## src/rtl/signal_measure_core.sv

```systemverilog
// Single-shot frequency / duty-cycle meter: times one full period of sig_in in
// clk cycles, then derives Hz and percent with two sequential restoring dividers.
`timescale 1ns/1ps
module signal_measure_core #(
  parameter int CLK_FREQ       = 50_000_000,
  parameter int TIMEOUT_CYCLES = CLK_FREQ
) (
  input  logic        clk,
  input  logic        rst_n,
  input  logic        enable,
  input  logic        sig_in,
  output logic        busy,
  output logic        finish,
  output logic [19:0] freq,
  output logic [7:0]  duty,
  output logic [19:0] high_time,
  output logic [19:0] low_time
);

  localparam logic [19:0] CNT_MAX   = 20'hFFFFF;
  localparam logic [31:0] DIV_FREQ  = 32'(CLK_FREQ);
  localparam logic [31:0] WDOG_LAST = 32'(TIMEOUT_CYCLES - 1);

  typedef enum logic [2:0] {
    IDLE,
    WAIT_RISE,
    MEAS_HIGH,
    MEAS_LOW,
    CALC,
    DONE
  } state_t;

  state_t      state_q, state_d;
  logic        sync1_q, sync1_d;
  logic        sync2_q, sync2_d;
  logic        prev_q, prev_d;
  logic [19:0] hcnt_q, hcnt_d;
  logic [19:0] lcnt_q, lcnt_d;
  logic [31:0] wdog_q, wdog_d;
  logic        timeout_q, timeout_d;
  logic [20:0] period_q, period_d;
  logic [31:0] fdvd_q, fdvd_d;
  logic [31:0] ddvd_q, ddvd_d;
  logic [20:0] frem_q, frem_d;
  logic [20:0] drem_q, drem_d;
  logic [4:0]  bit_cnt_q, bit_cnt_d;
  logic        busy_q, busy_d;
  logic        finish_q, finish_d;
  logic [19:0] freq_q, freq_d;
  logic [7:0]  duty_q, duty_d;
  logic [19:0] high_q, high_d;
  logic [19:0] low_q, low_d;

  logic        rise;
  logic        fall;
  logic        wdog_hit;
  logic [20:0] period_sum;
  logic [20:0] half_period;
  logic [21:0] fshift, dshift;
  logic [21:0] fdiff, ddiff;
  logic        fge, dge;

  always_comb begin
    rise        = sync2_q & ~prev_q;
    fall        = ~sync2_q & prev_q;
    wdog_hit    = (wdog_q >= WDOG_LAST);
    period_sum  = {1'b0, hcnt_q} + {1'b0, lcnt_q};
    half_period = period_sum >> 1;

    // One restoring-division step per divider: shift in the next dividend bit,
    // subtract the divisor when it fits; the quotient bit replaces the dividend LSB.
    fshift = {frem_q, fdvd_q[31]};
    dshift = {drem_q, ddvd_q[31]};
    fdiff  = fshift - {1'b0, period_q};
    ddiff  = dshift - {1'b0, period_q};
    fge    = (fshift >= {1'b0, period_q});
    dge    = (dshift >= {1'b0, period_q});
  end

  always_comb begin
    state_d   = state_q;
    sync1_d   = sig_in;
    sync2_d   = sync1_q;
    prev_d    = sync2_q;
    hcnt_d    = hcnt_q;
    lcnt_d    = lcnt_q;
    wdog_d    = wdog_q;
    timeout_d = timeout_q;
    period_d  = period_q;
    fdvd_d    = fdvd_q;
    ddvd_d    = ddvd_q;
    frem_d    = frem_q;
    drem_d    = drem_q;
    bit_cnt_d = bit_cnt_q;
    finish_d  = 1'b0;
    freq_d    = freq_q;
    duty_d    = duty_q;
    high_d    = high_q;
    low_d     = low_q;

    case (state_q)
      IDLE: begin
        if (enable) begin
          state_d   = WAIT_RISE;
          hcnt_d    = '0;
          lcnt_d    = '0;
          wdog_d    = '0;
          timeout_d = 1'b0;
        end
      end

      WAIT_RISE: begin
        wdog_d = wdog_q + 32'd1;
        if (wdog_hit) begin
          timeout_d = 1'b1;
          state_d   = DONE;
        end else if (rise) begin
          hcnt_d  = 20'd1;
          wdog_d  = '0;
          state_d = MEAS_HIGH;
        end
      end

      MEAS_HIGH: begin
        wdog_d = wdog_q + 32'd1;
        if (wdog_hit) begin
          timeout_d = 1'b1;
          state_d   = DONE;
        end else if (fall) begin
          lcnt_d  = 20'd1;
          wdog_d  = '0;
          state_d = MEAS_LOW;
        end else if (sync2_q && (hcnt_q != CNT_MAX)) begin
          hcnt_d = hcnt_q + 20'd1;
        end
      end

      MEAS_LOW: begin
        wdog_d = wdog_q + 32'd1;
        if (wdog_hit) begin
          timeout_d = 1'b1;
          state_d   = DONE;
        end else if (rise) begin
          // Adding half the divisor to each dividend turns truncation into rounding.
          period_d  = period_sum;
          fdvd_d    = DIV_FREQ + 32'(half_period);
          ddvd_d    = (32'(hcnt_q) * 32'd100) + 32'(half_period);
          frem_d    = '0;
          drem_d    = '0;
          bit_cnt_d = '0;
          state_d   = CALC;
        end else if (!sync2_q && (lcnt_q != CNT_MAX)) begin
          lcnt_d = lcnt_q + 20'd1;
        end
      end

      CALC: begin
        fdvd_d    = {fdvd_q[30:0], fge};
        ddvd_d    = {ddvd_q[30:0], dge};
        frem_d    = fge ? fdiff[20:0] : fshift[20:0];
        drem_d    = dge ? ddiff[20:0] : dshift[20:0];
        bit_cnt_d = bit_cnt_q + 5'd1;
        if (bit_cnt_q == 5'd31) begin
          state_d = DONE;
        end
      end

      DONE: begin
        finish_d = 1'b1;
        state_d  = IDLE;
        if (timeout_q) begin
          freq_d = '0;
          duty_d = '0;
          high_d = '0;
          low_d  = '0;
        end else begin
          freq_d = (fdvd_q > 32'(CNT_MAX)) ? CNT_MAX : fdvd_q[19:0];
          duty_d = ddvd_q[7:0];
          high_d = hcnt_q;
          low_d  = lcnt_q;
        end
      end

      default: state_d = IDLE;
    endcase

    busy_d = (state_d != IDLE);
  end

  always_ff @(posedge clk or posedge rst_n) begin
    if (rst_n) begin
      state_q   <= IDLE;
      sync1_q   <= 1'b0;
      sync2_q   <= 1'b0;
      prev_q    <= 1'b0;
      hcnt_q    <= '0;
      lcnt_q    <= '0;
      wdog_q    <= '0;
      timeout_q <= 1'b0;
      period_q  <= '0;
      fdvd_q    <= '0;
      ddvd_q    <= '0;
      frem_q    <= '0;
      drem_q    <= '0;
      bit_cnt_q <= '0;
      busy_q    <= 1'b0;
      finish_q  <= 1'b0;
      freq_q    <= '0;
      duty_q    <= '0;
      high_q    <= '0;
      low_q     <= '0;
    end else begin
      state_q   <= state_d;
      sync1_q   <= sync1_d;
      sync2_q   <= sync2_d;
      prev_q    <= prev_d;
      hcnt_q    <= hcnt_d;
      lcnt_q    <= lcnt_d;
      wdog_q    <= wdog_d;
      timeout_q <= timeout_d;
      period_q  <= period_d;
      fdvd_q    <= fdvd_d;
      ddvd_q    <= ddvd_d;
      frem_q    <= frem_d;
      drem_q    <= drem_d;
      bit_cnt_q <= bit_cnt_d;
      busy_q    <= busy_d;
      finish_q  <= finish_d;
      freq_q    <= freq_d;
      duty_q    <= duty_d;
      high_q    <= high_d;
      low_q     <= low_d;
    end
  end

  assign busy      = busy_q;
  assign finish    = finish_q;
  assign freq      = freq_q;
  assign duty      = duty_q;
  assign high_time = high_q;
  assign low_time  = low_q;

endmodule

```

## config.mk

```make
export PLATFORM = sky130hd
export DESIGN_NAME = signal_measure_core
export DESIGN_NICKNAME = d
export VERILOG_FILES = /design/src/rtl/signal_measure_core.sv
export SDC_FILE = /design/constraint.sdc
export NUM_CORES = 1
export LEC_CHECK = 0
export BUFFER_PORTS_ARGS = -buffer_cell sky130_fd_sc_hd__buf_2
export CAP_MARGIN = 5
export CELL_PAD_IN_SITES_DETAIL_PLACEMENT = 0
export CELL_PAD_IN_SITES_GLOBAL_PLACEMENT = 2
export CORE_MARGIN = 1.5
export CORE_UTILIZATION = 40
export DETAILED_ROUTE_END_ITERATION = 6
export HOLD_SLACK_MARGIN = 0.05
export PLACE_DENSITY = 0.92
export REMOVE_ABC_BUFFERS = 1
export SYNTH_ARGS = -nofsm -noshare
export SYNTH_HDL_FRONTEND = slang
export SYNTH_SLANG_ARGS = --single-unit
export TNS_END_PERCENT = 50
```

## constraint.sdc

```tcl
create_clock -name clk -period 12.8 [get_ports clk]
set_clock_uncertainty 0.1 [all_clocks]
set_input_delay 1.92 -clock clk [delete_from_list [all_inputs] [get_ports clk]]
set_output_delay 1.92 -clock clk [all_outputs]
set_load 0.03 [all_outputs]
```

==> qor.txt, run 1 <==
Max-Slew Margin vs Limit: 19.60%
gr usage total: 20.48%
CP Launch Type: flip-flop
Critical Path AT: 6.17 ns
top-count cell post-synth: dfrtp_1
max-cap violation count: 0
# port buffers: 73
simple-gate area share of the yosys netlist: 18.24%
Post-Place Setup Slack: 6.973 ns
Synth Area in Compound Gates: 20.00%
Root Buffer: clkbuf_16
max-slew violation count: 0
Worst Hold Depth: 0
outcome: finished, final reports clean
Adder-Cell Fraction of Synth Area: 11.99%
Power Dens Cells: 216.9 nW/µm²
H-tree level count: 2
fin nets: 2,364
post-synthesis register bit count: 281
Post-synth EDFFs: 0
main area contributors after synthesis: dfrtp_1, ha_1, o21ai_0, nand2_1, nor2_1
Placement Cell Area: 19,710 µm²
Clock Pin Slew Worst Setup and Hold Paths: 0.06 ns
fin area: 20,840 µm²
first-pass detailed-route iteration total: 5
Post-Synthesis Cells: 2,166
final worst-path cycle share: 45.75%
Hold Path Class: reg2reg
Avg Cell Area, Syn: 8.695 µm²
Resized Gates After CTS: 0
routed vias/inst: 5.446
Seq/Total Area, Yosys: 37.34%
Initial Util: 40.54%
RSZ-0062 raised after global routing: no
Clk Latency, worst-skew pair: 0.55 ns
asr flop ratio synth: 100.0%
Crit path required time: 13.12 ns
worst reg-to-reg setup slack: 6.94 ns
Critical Path End Type: flip-flop
PnR worst setup slack: 6.944 ns
endpoints failing setup: 0
drt wl/cell: 17.16 µm
Yosys top cell area share: 37.34%
first-pass GRT wire length: 79,610 µm
top cells by count, synth: dfrtp_1, nand2_1, o21ai_0
Worst-Margin Slew: 1.206 ns
critical path type: reg2reg
clock tree sinks: 281
layout cell share with drive strength beyond 1: 8.450%
Longest Clk Path Bufs: 3
1st-iter DRT viols: 933
HPWL after detailed placement: 35,010 µm
core area: 46,460 µm²
largest family of logic cells by synthesized area: compound AO/OA/AOI/OAI gates
CTS tree: done
Final ANT Viol Nets: 0
via count: 15,357
largest vdd supply drop: 0.0001647 V
FP Rows: 79
drt total wl: 48,400 µm
post-synthesis mux area share: 2.133%
I/O pin cnt: 74
Synth cell types: 85
xor/xnor cell area share of the yosys netlist: 5.388%
crit-path max FO: 8
pin count of the biggest net entering global routing: 84
postcts setup bufs: 0
FMAX: 170.8 MHz
Post-Syn Area: 18,830 µm²
grt total ovfl: 0
Tmin final: 5.856 ns
drt drc: 0
initial antenna violation count: 0
most used flip-flop cell after synthesis: dfrtp_1
Final Wtd Congestion: 0.9086
Final Hold Fails: 0
P&R area growth vs syn: 10.67%
worst reg2reg path depth: 21
vias in the first global route: 14,891
cts bufs inserted: 35
Die Wd: 220.0 µm
setup_tns: 0 ns
leakage: 10.06 nW
die footprint: 48,390 µm²
Vert. Die Dim: 220.0 µm
Yosys Warn Count: 0
CTS Hold Bufs: 0
cell taking the most area after synthesis: dfrtp_1
# diodes: 0
==> path summary, 6_finish.rpt <==
kind	start	endpoint
max	hcnt_q[1]	ddvd_q[25]
min	sync1_q	prev_d
max reg2reg	hcnt_q[1]	ddvd_q[25]
min reg2reg	sync1_q	prev_d
max in group asynchronous	rst_n	timeout_q
min in group asynchronous	rst_n	freq[15]
==> power breakdown <==
group / switching, mW / internal (mW) / leakage, nW
Sequential: 0.162 / 1.07 / 3.79
Combinational: 1.34 / 0.956 / 5.72
Clock: 0.394 / 0.591 / 0.555
==> critical path: stages (launching register included) <==
cell and delay [ns]:
dfrtp_1 0.51, ha_1 0.29, ha_1 0.32, fa_1 0.46, ha_1 0.36, nor2b_1 0.16
o31a_1 0.26, o21ai_1 0.26, a21oi_1 0.13, and2_1 0.19, o21ai_0 0.18, nand2b_1 0.11
xor2_1 0.16, ha_1 0.34, nand4_1 0.17, or4b_2 0.66, o2111ai_1 0.12, a21oi_1 0.12
o21bai_1 0.21, nor3b_1 0.33, nor3b_1 0.23, nor3_1 0.06
==> flip-flops by register name (all words and copies together), names as in the netlist, 21 cells and up <==
signal / cells
wdog_q: 32
period_q: 21
frem_q: 21
fdvd_q: 32
ddvd_q: 32
drem_q: 21
==> per-stage QoR <==
step | std cells | util, % | hold WS (ns) | total power, mW
after CTS | 2820 | 44.86 | 0.2489 | 4.563
after global placement | 2761 | 42.43 | 0.2360 | 3.535
after floorplan | 2065 | - | 0.2312 | 2.978
final | 2820 | 44.86 | 0.2523 | 4.521
after detailed placement | 2761 | 42.43 | 0.2364 | 3.550
after global routing | 2820 | 44.86 | 0.2611 | 4.868
==> per-layer routing <==
layer	part of all wire, %	GRT usage (%)	vias up	wire (µm)
met3	3.3	2.581	74	1601
li1	-	-	7651	-
met4	2.6	6.417	0	1251
met2	46	32.84	249	22260
met1	48	28.66	7383	23280
met5	0	0	-	0
==> cell families (layout without fill, tap and decap cells) <==
kind of cell	count (synthesis)	count (layout)
AND/OR/NAND/NOR	731	731
AO/OA/AOI/OAI	594	594
flip-flops	281	281
buffers and inverters	236	283
adder cells (fa/ha/maj)	169	169
XOR/XNOR	115	115
multiplexers	40	40
==> area by class of cell <==
cell class / instances / area, µm²
Sequential cell: 281 / 7033
Inverter: 135 / 514.2
Multi-Input combinational cell: 1649 / 10920
Timing Repair Buffer: 89 / 485.5
Tap cell: 607 / 759.5
Clock buffer: 49 / 1010
Fill cell: 4580 / 25610
Clock inverter: 10 / 121.4
==> cells in the final DEF (no fill, tap or decap), types with 15 or more instances in the layout <==
master	instances
nor2_1	179
inv_1	134
ha_1	150
nand2b_1	55
buf_4	16
clkbuf_16	36
a22o_1	15
nand3_1	41
and2_1	16
a21oi_1	108
o31ai_1	54
a21o_1	32
o21ai_0	226
dfrtp_1	280
fa_1	19
nand2_1	277
nand4_1	25
nor3_1	23
xnor2_1	70
mux2i_1	39
a31oi_1	22
xor2_1	44
and3_1	30
nor2b_1	19
buf_2	73
No activity file was read; power rests on OpenSTA's default activity.
==> run 2, diff against run 1 <==
ABC_AREA = 1   (was default)
CORE_UTILIZATION = 33   (was 40)
PLACE_DENSITY = 0.87   (was 0.92)
clock period = 4.9 ns   (was 12.8 ns; I/O delays follow)
==> run 2 against run 1 <==
  * Combinational power rose to 2.6 times the previous value
  * Register-to-register slack got worse by 6.7 ns
  * Via count rose by 24%
  * Sequential cell count did not move
  * Sequential share of layout area fell by 3.7 points
  * Hold slack got worse by 0.061 ns
  * Count of clock-buffer cells in the layout rose by 2
  * Largest cell class unchanged
  * Largest power group unchanged
  * Highest routed layer unchanged
==> qor.txt, run 2 <==
Slowest-stage cell, CP: fa_1
Post-Place Setup Slack: 0.08149 ns
top-count cell post-synth: nand2_1
drt wl/cell: 16.74 µm
crit-path max FO: 6
Hold Path Class: in2reg
core area: 61,830 µm²
top cells by count, synth: nand2_1, inv_1, dfrtp_1
Post-Synthesis Cells: 2,863
layout cell share with drive strength beyond 1: 9.254%
initial antenna violation count: 0
Critical Path End Type: flip-flop
Post-synth EDFFs: 0
critical path type: reg2reg
Yosys Warn Count: 0
Worst Setup SP: hcnt_q[3]
simple-gate area share of the yosys netlist: 26.33%
Top Usage Layer GRT: met2
main area contributors after synthesis: dfrtp_1, nand2_1, ha_1, inv_1, nor2_1
Final ANT Viol Nets: 0
largest family of logic cells by synthesized area: simple AND/OR/NAND/NOR gates
clock tree sinks: 281
I/O pin cnt: 74
Longest Clk Path Bufs: 3
Critical Path AT: 4.97 ns
Synth cell types: 56
Clk Latency, worst-skew pair: 0.56 ns
drt drc: 0
Synth Area in Compound Gates: 14.02%
H-tree level count: 2
routed vias/inst: 5.001
CP Launch Type: flip-flop
post-synthesis register bit count: 281
Adder-Cell Fraction of Synth Area: 10.91%
Avg Cell Area, Syn: 7.224 µm²
via count: 18,994
Vert. Die Dim: 253.3 µm
grt met1 use: 27.06%
P&R area growth vs syn: 13.35%
asr flop ratio synth: 100.0%
die footprint: 64,180 µm²
Crit path required time: 5.25 ns
crit-path max cell delay: 0.50 ns
xor/xnor cell area share of the yosys netlist: 4.398%
Worst-Margin Slew: 1.093 ns
gr usage total: 19.95%
commonest non-fill, non-tap cell in the layout: nand2_1
CTS tree: done
Post-Syn Area: 20,680 µm²
drt total wl: 63,590 µm
FMAX: 216.3 MHz
Die Wd: 253.3 µm
grt total ovfl: 0
Root Buffer: clkbuf_16
post-synthesis mux area share: 0.05445%
total power: 12.30 mW
CP cell instances: ha_1 -> ha_1 -> inv_1 -> fa_1 -> inv_1 -> ha_2 -> a21oi_2 -> nand2_1 -> a21oi_2 -> o21ai_0 -> xor2_1 -> ha_1 -> nand2_1 -> nor4_4 -> nand2_1 -> nand2_1 -> a31oi_4 -> nor2_4 -> nand3_1 -> nand2_1 -> nand3_1 -> nand2_1 -> nand2_1
Initial Util: 33.45%
reg2reg start: hcnt_q[3]
first-pass GRT wire length: 101,700 µm
Max-Slew Margin vs Limit: 27.10%
Hold Slack: 0.1909 ns
cts bufs inserted: 36
fin nets: 3,110
Yosys top cell area share: 34.00%
M3 GR Usage: 2.426%
vias in the first global route: 18,476
# diodes: 0
1st-iter DRT viols: 1,064
Seq/Total Area, Yosys: 34.00%
Final Hold Fails: 0
leakage: 11.80 nW
FP Rows: 91
Clock Pin Slew Worst Setup and Hold Paths: 0.06 ns
PnR worst setup slack: 0.2771 ns
met2 Use GR: 32.95%
pin count of the biggest net entering global routing: 144
max-cap violation count: 0
cell taking the most area after synthesis: dfrtp_1
commonest cells after routing, fill and taps aside: nand2_1, inv_1, dfrtp_1
HPWL after detailed placement: 48,080 µm
RSZ-0062 raised after global routing: yes
Power Dens Cells: 524.6 nW/µm²
outcome: finished, final reports clean
crit-path most repeated cell: nand2_1
Tmin final: 4.623 ns
first-pass detailed-route iteration total: 5
Final Wtd Congestion: 0.9219
hold path start: sig_in
endpoints failing setup: 0
# port buffers: 73
max-slew violation count: 0
most used flip-flop cell after synthesis: dfrtp_1
final worst-path cycle share: 94.34%
largest vdd supply drop: 0.0003398 V
Largest regs: ddvd_q: 32 flops, fdvd_q: 32 flops, wdog_q: 32 flops
run 2: changes by cell type after synthesis, sizes merged, moves of 40 or more:
cell    delta
nand3    +132
nand2    +414
nor2      +67
clkbuf    -47
inv      +319
xnor2     -49
a21oi     +40
o22ai     +68
nand2b    -56
run 2: final cells by class:
class,instances,area (µm²)
fillers,6565,38380
multi-input cells,2048,11650
flip-flops and latches,281,7036
inverters,455,1715
clock buffers,51,1050
well taps,837,1047
repair buffers,115,730.7
clock inverters,11,216.5
run 2: final timing paths:
kind                                 to  depth (start not counted)  slack, ns
max                          ddvd_q[26]                         23       0.28
min                             sync1_q                          1       0.19
max reg2reg                  ddvd_q[26]                         23       0.28
min reg2reg                      prev_d                          0       0.25
max in group asynchronous  period_q[18]                          3       3.33
min in group asynchronous     drem_q[6]                          2       0.32
run 2: cells by family (layout without fill, tap and decap cells):
group | after synthesis | count (layout)
simple gates | 1262 | 1262
buf+inv | 534 | 632
compound gates | 513 | 513
flops | 281 | 281
fa+ha+maj | 169 | 169
xor+xnor | 103 | 103
mux | 1 | 1
run 2: critical path: cells and delay by family (launching register included):
family / cells / cell delay (ns)
flip-flops: 1 / 0.40
AO/OA/AOI/OAI: 4 / 0.54
adder cells (fa/ha/maj): 5 / 1.80
buffers and inverters: 2 / 0.10
AND/OR/NAND/NOR: 11 / 1.37
XOR/XNOR: 1 / 0.21
run 2: power by group:
part,internal [mW],switching (mW)
Sequential,2.92,0.438
Combinational,1.97,4.07
Clock,1.80,1.09
Total,6.69,5.61
run 2: through the flow:
step	TNS [ns]	util (%)	cell area, µm²	std cells
floorplan	-1257.73	-	20260	2784
finish	0	37.92	23440	3798
detailed placement	0	35.58	22000	3727
global route	-0.05583	37.92	23440	3798
global placement	0	35.58	22000	3727
CTS	0	37.63	23260	3789
run 2: per-layer routing:
metal  part of all wire [%]  vias to the layer above
met5                      0                        -
met4                    2.8                        0
met1                     47                     9024
met3                    3.9                       84
met2                     46                      361
li1                       -                     9525
run 2: repair_timing:
action / 4_1_cts / 5_1_grt
setup buffers: 0 / 9
endpoints found under the setup margin: 0 / 8
resized for setup: 0 / 30
hold buffers: 0 / 0
